==> config.mk <==
export PLATFORM = sky130hd
export DESIGN_NAME = store_narrow_rmw
export DESIGN_NICKNAME = d
export VERILOG_FILES = /design/src/rtl/store_narrow_rmw.sv
export SDC_FILE = /design/constraint.sdc
export NUM_CORES = 1
export LEC_CHECK = 0
export CAP_MARGIN = 25
export CORE_MARGIN = 2
export CORE_UTILIZATION = 48
export CTS_CLUSTER_DIAMETER = 50
export DETAILED_ROUTE_END_ITERATION = 10
export GPL_TIMING_DRIVEN = 0
export MAX_ROUTING_LAYER = met4
export PLACE_DENSITY_LB_ADDON = 0.05
export SYNTH_ARGS = -nofsm -noshare
export SYNTH_HDL_FRONTEND = slang
export SYNTH_SLANG_ARGS = --single-unit
==> constraint.sdc <==
create_clock -name clk -period 6.55 [get_ports clk]
set_clock_uncertainty 0.2 [all_clocks]
set_input_delay 1.31 -clock clk [delete_from_list [all_inputs] [get_ports clk]]
set_output_delay 1.31 -clock clk [all_outputs]
set_load 0.02 [all_outputs]
==> src/rtl/store_narrow_rmw.sv <==
// Store-side narrowing unit: merges byte/halfword stores into a word-wide RAM
// via read-modify-write, while aligned word stores are written directly.
module store_narrow_rmw #(
  parameter int ADDR_W = 11
) (
  input  logic              clk,
  input  logic              rst,
  input  logic              req_valid,
  output logic              req_ready,
  input  logic [31:0]       req_addr,
  input  logic [31:0]       req_data,
  input  logic [1:0]        req_size,
  output logic              done,
  output logic              err,
  output logic [ADDR_W-1:0] mem_addr,
  output logic              mem_rd,
  input  logic [31:0]       mem_rdata,
  output logic              mem_we,
  output logic [31:0]       mem_wdata
);

  typedef enum logic [2:0] {
    IDLE  = 3'd0,
    READ  = 3'd1,
    WAIT  = 3'd2,
    WRITE = 3'd3,
    ERR   = 3'd4
  } state_t;

  state_t      state;
  logic [31:0] data_r;
  logic [31:0] old_r;
  logic [1:0]  size_r;
  logic [1:0]  lane_r;
  logic        bad_req;
  logic        unused_addr_bits;

  // Bits above the RAM word address only make addresses wrap.
  assign unused_addr_bits = ^req_addr[31:ADDR_W+2];

  function automatic logic misaligned(input logic [1:0] size, input logic [1:0] lo);
    logic result;
    case (size)
      2'b00:   result = 1'b0;
      2'b01:   result = lo[0];
      2'b10:   result = (lo != 2'b00);
      default: result = 1'b1;
    endcase
    return result;
  endfunction

  // Little-endian lane merge of the store operand into the old RAM word.
  function automatic logic [31:0] merge(input logic [31:0] old, input logic [31:0] data,
                                        input logic [1:0] size, input logic [1:0] lane);
    logic [31:0] w;
    w = old;
    case (size)
      2'b00: begin
        case (lane)
          2'b00:   w[7:0]   = data[7:0];
          2'b01:   w[15:8]  = data[7:0];
          2'b10:   w[23:16] = data[7:0];
          2'b11:   w[31:24] = data[7:0];
          default: w = old;
        endcase
      end
      2'b01: begin
        if (lane[1]) w[31:16] = data[15:0];
        else         w[15:0]  = data[15:0];
      end
      default: w = data;
    endcase
    return w;
  endfunction

  assign bad_req   = misaligned(req_size, req_addr[1:0]);
  assign mem_wdata = merge(old_r, data_r, size_r, lane_r);

  always_ff @(posedge clk or posedge rst) begin
    if (rst) begin
      state     <= IDLE;
      req_ready <= 1'b1;
      done      <= 1'b0;
      err       <= 1'b0;
      mem_rd    <= 1'b0;
      mem_we    <= 1'b0;
      mem_addr  <= '0;
      data_r    <= 32'd0;
      old_r     <= 32'd0;
      size_r    <= 2'b00;
      lane_r    <= 2'b00;
    end else begin
      done   <= 1'b0;
      err    <= 1'b0;
      mem_rd <= 1'b0;
      mem_we <= 1'b0;
      case (state)
        IDLE: begin
          if (req_valid && req_ready) begin
            data_r    <= req_data;
            size_r    <= req_size;
            lane_r    <= req_addr[1:0];
            mem_addr  <= req_addr[ADDR_W+1:2];
            req_ready <= 1'b0;
            if (bad_req) begin
              state <= ERR;
              err   <= 1'b1;
            end else if (req_size == 2'b10) begin
              state  <= WRITE;
              mem_we <= 1'b1;
              done   <= 1'b1;
            end else begin
              state  <= READ;
              mem_rd <= 1'b1;
            end
          end else begin
            state <= IDLE;
          end
        end
        READ: state <= WAIT;
        WAIT: begin
          // RAM data returned for the READ cycle is valid only now.
          old_r  <= mem_rdata;
          state  <= WRITE;
          mem_we <= 1'b1;
          done   <= 1'b1;
        end
        WRITE: begin
          state     <= IDLE;
          req_ready <= 1'b1;
        end
        ERR: begin
          state     <= IDLE;
          req_ready <= 1'b1;
        end
        default: begin
          state     <= IDLE;
          req_ready <= 1'b1;
        end
      endcase
    end
  end

endmodule

# Yosys cells after proc, flatten, opt, wreduce, memory -nomap -nowiden
# Index checks and enable logic that the tools add are counted.
dict set report totals {
  inputBits 101
  register_bits 86
}
dict set report classes {
  n_eq_ne 9
  muxes 25
  n_bitwise 1
  reduce_logical 9
}
# operator count
set op_table {}
lappend op_table {{$pmux 32 s2} 1}
lappend op_table {{$mux 16} 2}
lappend op_table {{$mux 8} 4}
lappend op_table {{$mux 1} 11}
lappend op_table {{$pmux 3 s3} 1}
lappend op_table {{$eq 2x1->1 const B} 3}
lappend op_table {{$eq 2x2->1 const B} 3}
lappend op_table {{$logic_not 2->1} 3}
lappend op_table {{$mux 3} 2}
lappend op_table {{$pmux 1 s2} 2}
lappend op_table {{$reduce_and 2->1} 2}
lappend op_table {{$eq 3x1->1 const B} 1}
lappend op_table {{$eq 3x2->1 const B} 1}
lappend op_table {{$logic_not 3->1} 1}
lappend op_table {{$pmux 1 s3} 1}
lappend op_table {{$mux 2} 1}
lappend op_table {{$ne 2x2->1 const B} 1}
lappend op_table {{$reduce_bool 2->1} 1}
lappend op_table {{$reduce_or 2->1} 1}
lappend op_table {{$logic_and 1x1->1} 1}
lappend op_table {{$not 1->1} 1}

# Depth between registers and ports, before layout
dict set report logic_depth {
  depth_word 5
  depth_mapped 5
  depth_no_buf 3
}

# Least setup slack after synthesis
# No wires, ideal clock.
dict set report synth_path {
  path_kind {reg-to-output}
  startpoint {register lane_r[1]}
  endpoint {output port mem_wdata[24]}
  required_time_ns 5.040
  setup_slack_ns 3.697
  path_stages_with_launch 5
  arrival_time_ns 1.343
  cell_sequence {dfrtp_1 buf_4 nand2_1 mux2i_1 o221ai_1}
}
dict set report synth_via {
  elab_chain_cells 3
}
# element line
set synth_rtl {}
lappend synth_rtl {{from (decl)} 34} ;# logic [1:0] lane_r;
lappend synth_rtl {{from (signal assigned)} 102} ;# lane_r <= req_addr[1:0];
lappend synth_rtl {{$eq 2x2->1} 59} ;# case (lane)
lappend synth_rtl {{$mux 8} 59}
lappend synth_rtl {{$pmux 32 s2 (*)} 57} ;# case (size)
lappend synth_rtl {{to (decl)} 19} ;# output logic [31:0] mem_wdata
# Every way passes the cells marked *; elsewhere a longest branch is shown, timed or not.

# Worst setup path after layout
dict set report layout_path {
  startpoint {register lane_r[1]}
  endpoint {output port mem_wdata[8]}
}
dict set report layout_via {
  elab_chain_cells 3
}
# element line
set layout_rtl {}
lappend layout_rtl {{$eq 2x1->1} 59}
lappend layout_rtl {{$mux 8} 59}
lappend layout_rtl {{$pmux 32 s2 (*)} 57}
# Marked as above.

==> results.ini <==
[timing]
drv_slew=0
period_share_pct=62.4
rsz0062_at_grt=no
setup_ws_ps=2460
worstMarginPinSlew_ps=706
relSlewSlack_pct=52.8
fmax_mhz=245
finalHoldViolations=0
setup_tns_ps=0
finalSetupViolCount=0
period_needed_ps=4090

[cells_and_area]
drive_gt1_share_pct=26.8
n_antenna_cell=0
finish.utilization_pct=70.2
stdcell_area_sq_um=5740
final_nets=544
n_fill_cell=603
area_growth_pct=42.2

[synth]
synth_cell_type_count=33
synthXorXnorAreaFrac_pct=0.217
synth-seq-cells=86
synth_top_flop_cell=dfrtp_1
synth.area.mux_share_pct=29.0
synth_async_sr_flop_share_pct=100
synth-edff-count=0
synth_adder_area_share_pct=0
synth-simple-area-share_pct=6.29
synth.yosys.seq_area_share_pct=53.3
syn_area_sq_um=4040
synth_top_family_by_area=multiplexers
syn-num-nets=403
syn_area_per_cell_sq_um=13.4
yosys_warnings=0
synth_compound_area_share_pct=8.37
syn_inst=302

[placement]
portBuffers=129
dpl_cell_area_sq_um=5490
place_congestion=0.807
dp_slack_ps=2880
hpwl_um=7310

[clocking]
cts_buffers=9
cts_sinks=86
htreeDepth=3
cts_resized=0
clock_path_buffers=2
clock_latency_ps=350
cts-root-buf=clkbuf_8
clk_pin_slew_ps=80
cts_tree=built
postCtsSetupBuffers=0
hold_buffers=0

[die]
coreArea_sq_um=8180
fp-row-count=33
dieArea_sq_um=9160
start_util_pct=49.4
io_pins=149
die_y_um=95.7
dieWidth_um=95.7

[worst_hold_path]
hp-start=data_r[31]$_DFFE_PP0P_
hold_path.class=reg2reg
holdPathEnd=data_r[31]$_DFFE_PP0P_
hold_depth=1

[grt]
grt_pass1_vias=3032
antenna_found_initial=0
grt_pass1_wl_um=15600
grt.total_usage_pct=23.9
overflow=0
grt_max_degree=49

[setup_path]
slowest_delay_ps=670
critical_path.cell_chain=buf_4 > nor4b_2 > and2_1 > a221o_1 > clkdlybuf4s50_1
crit_start=lane_r[1]$_DFFE_PP0P_
cp_max_fo=10
r2r_slack_ps=4750
critPathArrivalTime_ps=2580
startpoint_type=flip-flop
rr_startpoint=state[0]$_DFF_PP0_
cpMaxStageDelayCell=nor4b_2
r2r_cells=4
critPathKind=reg2out
r2r_end=old_r[11]$_DFFE_PP0N_
end_kind=output port
cp.required_ps=5040

[route]
drc=0
drt_wl_total_um=10200
drtIter0Drc=114
drt_first_pass_iters=4
postRouteAntennaNets=0
avgRoutedWirePerCell_um=18.4
vias_per_cell=5.35
num_vias=2960

[power]
power.leakage_nw=2.45
ir_drop_uv=317
powerDensity_nw_per_um2=568

[run]
drv_cap=0

[status]
status=completed

==> cell type report <==
class / count / area [sq um] / share of cell area, %
clock inverter: 3 / 90.1 / 1.57
tap: 105 / 131 / 2.29
multi-input combinational: 195 / 1770 / 30.9
clock buffer: 13 / 159 / 2.77
sequential: 86 / 2150 / 37.5
timing repair buffer: 130 / 1320 / 23.0
buffer: 19 / 105 / 1.83
inverter: 2 / 10.0 / 0.174
==> through the flow <==
| step | std cells | total power, mW | hold slack [ps] |
|---|---|---|---|
| 6_report | 553 | 3.26 | 298 |
| 5_1_grt | 553 | 3.43 | 317 |
| 4_1_cts | 553 | 3.28 | 300 |
| 3_5_place_dp | 537 | 2.81 | 283 |
| 3_3_place_gp | 536 | 2.77 | 273 |
| 2_1_floorplan | 302 | 2.08 | 260 |
==> cell usage after synthesis, drive strengths merged, types with 2 or more instances <==
library cell / instances / area (sq um)
o221ai: 8 / 70.1
o21ai: 10 / 50.1
a221o: 8 / 80.1
mux2i: 16 / 160
nor2b: 10 / 62.6
buf: 17 / 97.6
nor2: 3 / 13.8
nor3: 3 / 15.0
dfrtp: 85 / 2130
mux2: 87 / 1010
nand2: 11 / 41.3
and2: 8 / 50.1
or2: 2 / 12.5
clkbuf: 2 / 7.51
a21oi: 11 / 58.8
a21o: 2 / 15.0
a31oi: 8 / 50.1
inv: 2 / 7.51
nand2b: 2 / 12.5
==> cell usage in the layout (no fill, tap or decap) <==
cell	Yosys	routed
clkdlybuf4s50_1	0	129
dfrtp_1	85	85
mux2_2	76	76
mux2i_1	16	16
nand2_1	11	11
clkbuf_8	0	11
a21oi_1	10	10
o21ai_0	10	10
nor2b_1	10	10
buf_2	9	9
and2_1	8	8
a221o_1	8	8
mux2_4	8	8
a31oi_1	8	8
o221ai_1	8	8
buf_1	4	4
clkbuf_1	2	4
mux2_1	3	3
nor3_1	3	3
bufinv_16	0	3
buf_4	2	2
nor2_1	2	2
or2_2	2	2
a21o_1	2	2
nand2b_1	2	2
buf_6	2	2
nor2_2	1	1
nand4b_4	1	1
xnor2_1	1	1
o22ai_1	1	1
inv_1	2	1
a21oi_2	1	1
nor4b_2	1	1
or2b_1	1	1
inv_4	0	1
o21bai_1	1	1
buf_16	0	1
dfstp_2	1	1
==> kinds of logic after synthesis <==
| family | after synthesis |
|---|---|
| AOI/OAI and AO/OA | 49 |
| DFF | 86 |
| buffers and inverters | 21 |
| and+or+nand+nor | 42 |
| xor gates and xnor gates | 1 |
| muxes | 103 |
==> power by group <==
part           leakage (nW)  internal, mW  switching [mW]
Combinational          1.30         0.962           0.841
Clock                 0.124         0.275           0.186
Sequential             1.03         0.798           0.197
==> critical path: cells and delay by family, from the launching register on <==
kind                   cells  cell delay, ps
AOI/OAI and AO/OA          1             140
and+or+nand+nor            2             900
buffers and inverters      2             810
DFF                        1             380
==> per-layer routing <==
metal	GRT usage [%]	share of wire, %	vias up	wire length (um)
met5	-	0	-	0
met4	8.10	1.3	0	129
met3	4.31	5.6	11	573
met2	38.3	49	86	5020
met1	30.9	44	1478	4430
li1	-	-	1385	-
==> how the worst max path moves through the flow <==
| stage | end | slack (ps) |
|---|---|---|
| global route | mem_wdata[8] | 2390 |
| detailed placement | mem_wdata[8] | 2880 |
| CTS | mem_wdata[8] | 2500 |
| finish | mem_wdata[8] | 2460 |
| floorplan | data_r[0]$_DFFE_PP0P_ | 2820 |
| global placement | data_r[12]$_DFFE_PP0P_ | 1420 |
==> registers in the layout (all words and copies together) (netlist names) <==
| register | flops |
|---|---|
| mem_addr | 11 |
| mem_we | 1 |
| lane_r | 2 |
| req_ready | 1 |
| old_r | 32 |
| err | 1 |
| mem_rd | 1 |
| size_r | 2 |
| data_r | 32 |
| state | 3 |
No activity file was read; power rests on OpenSTA's default activity.
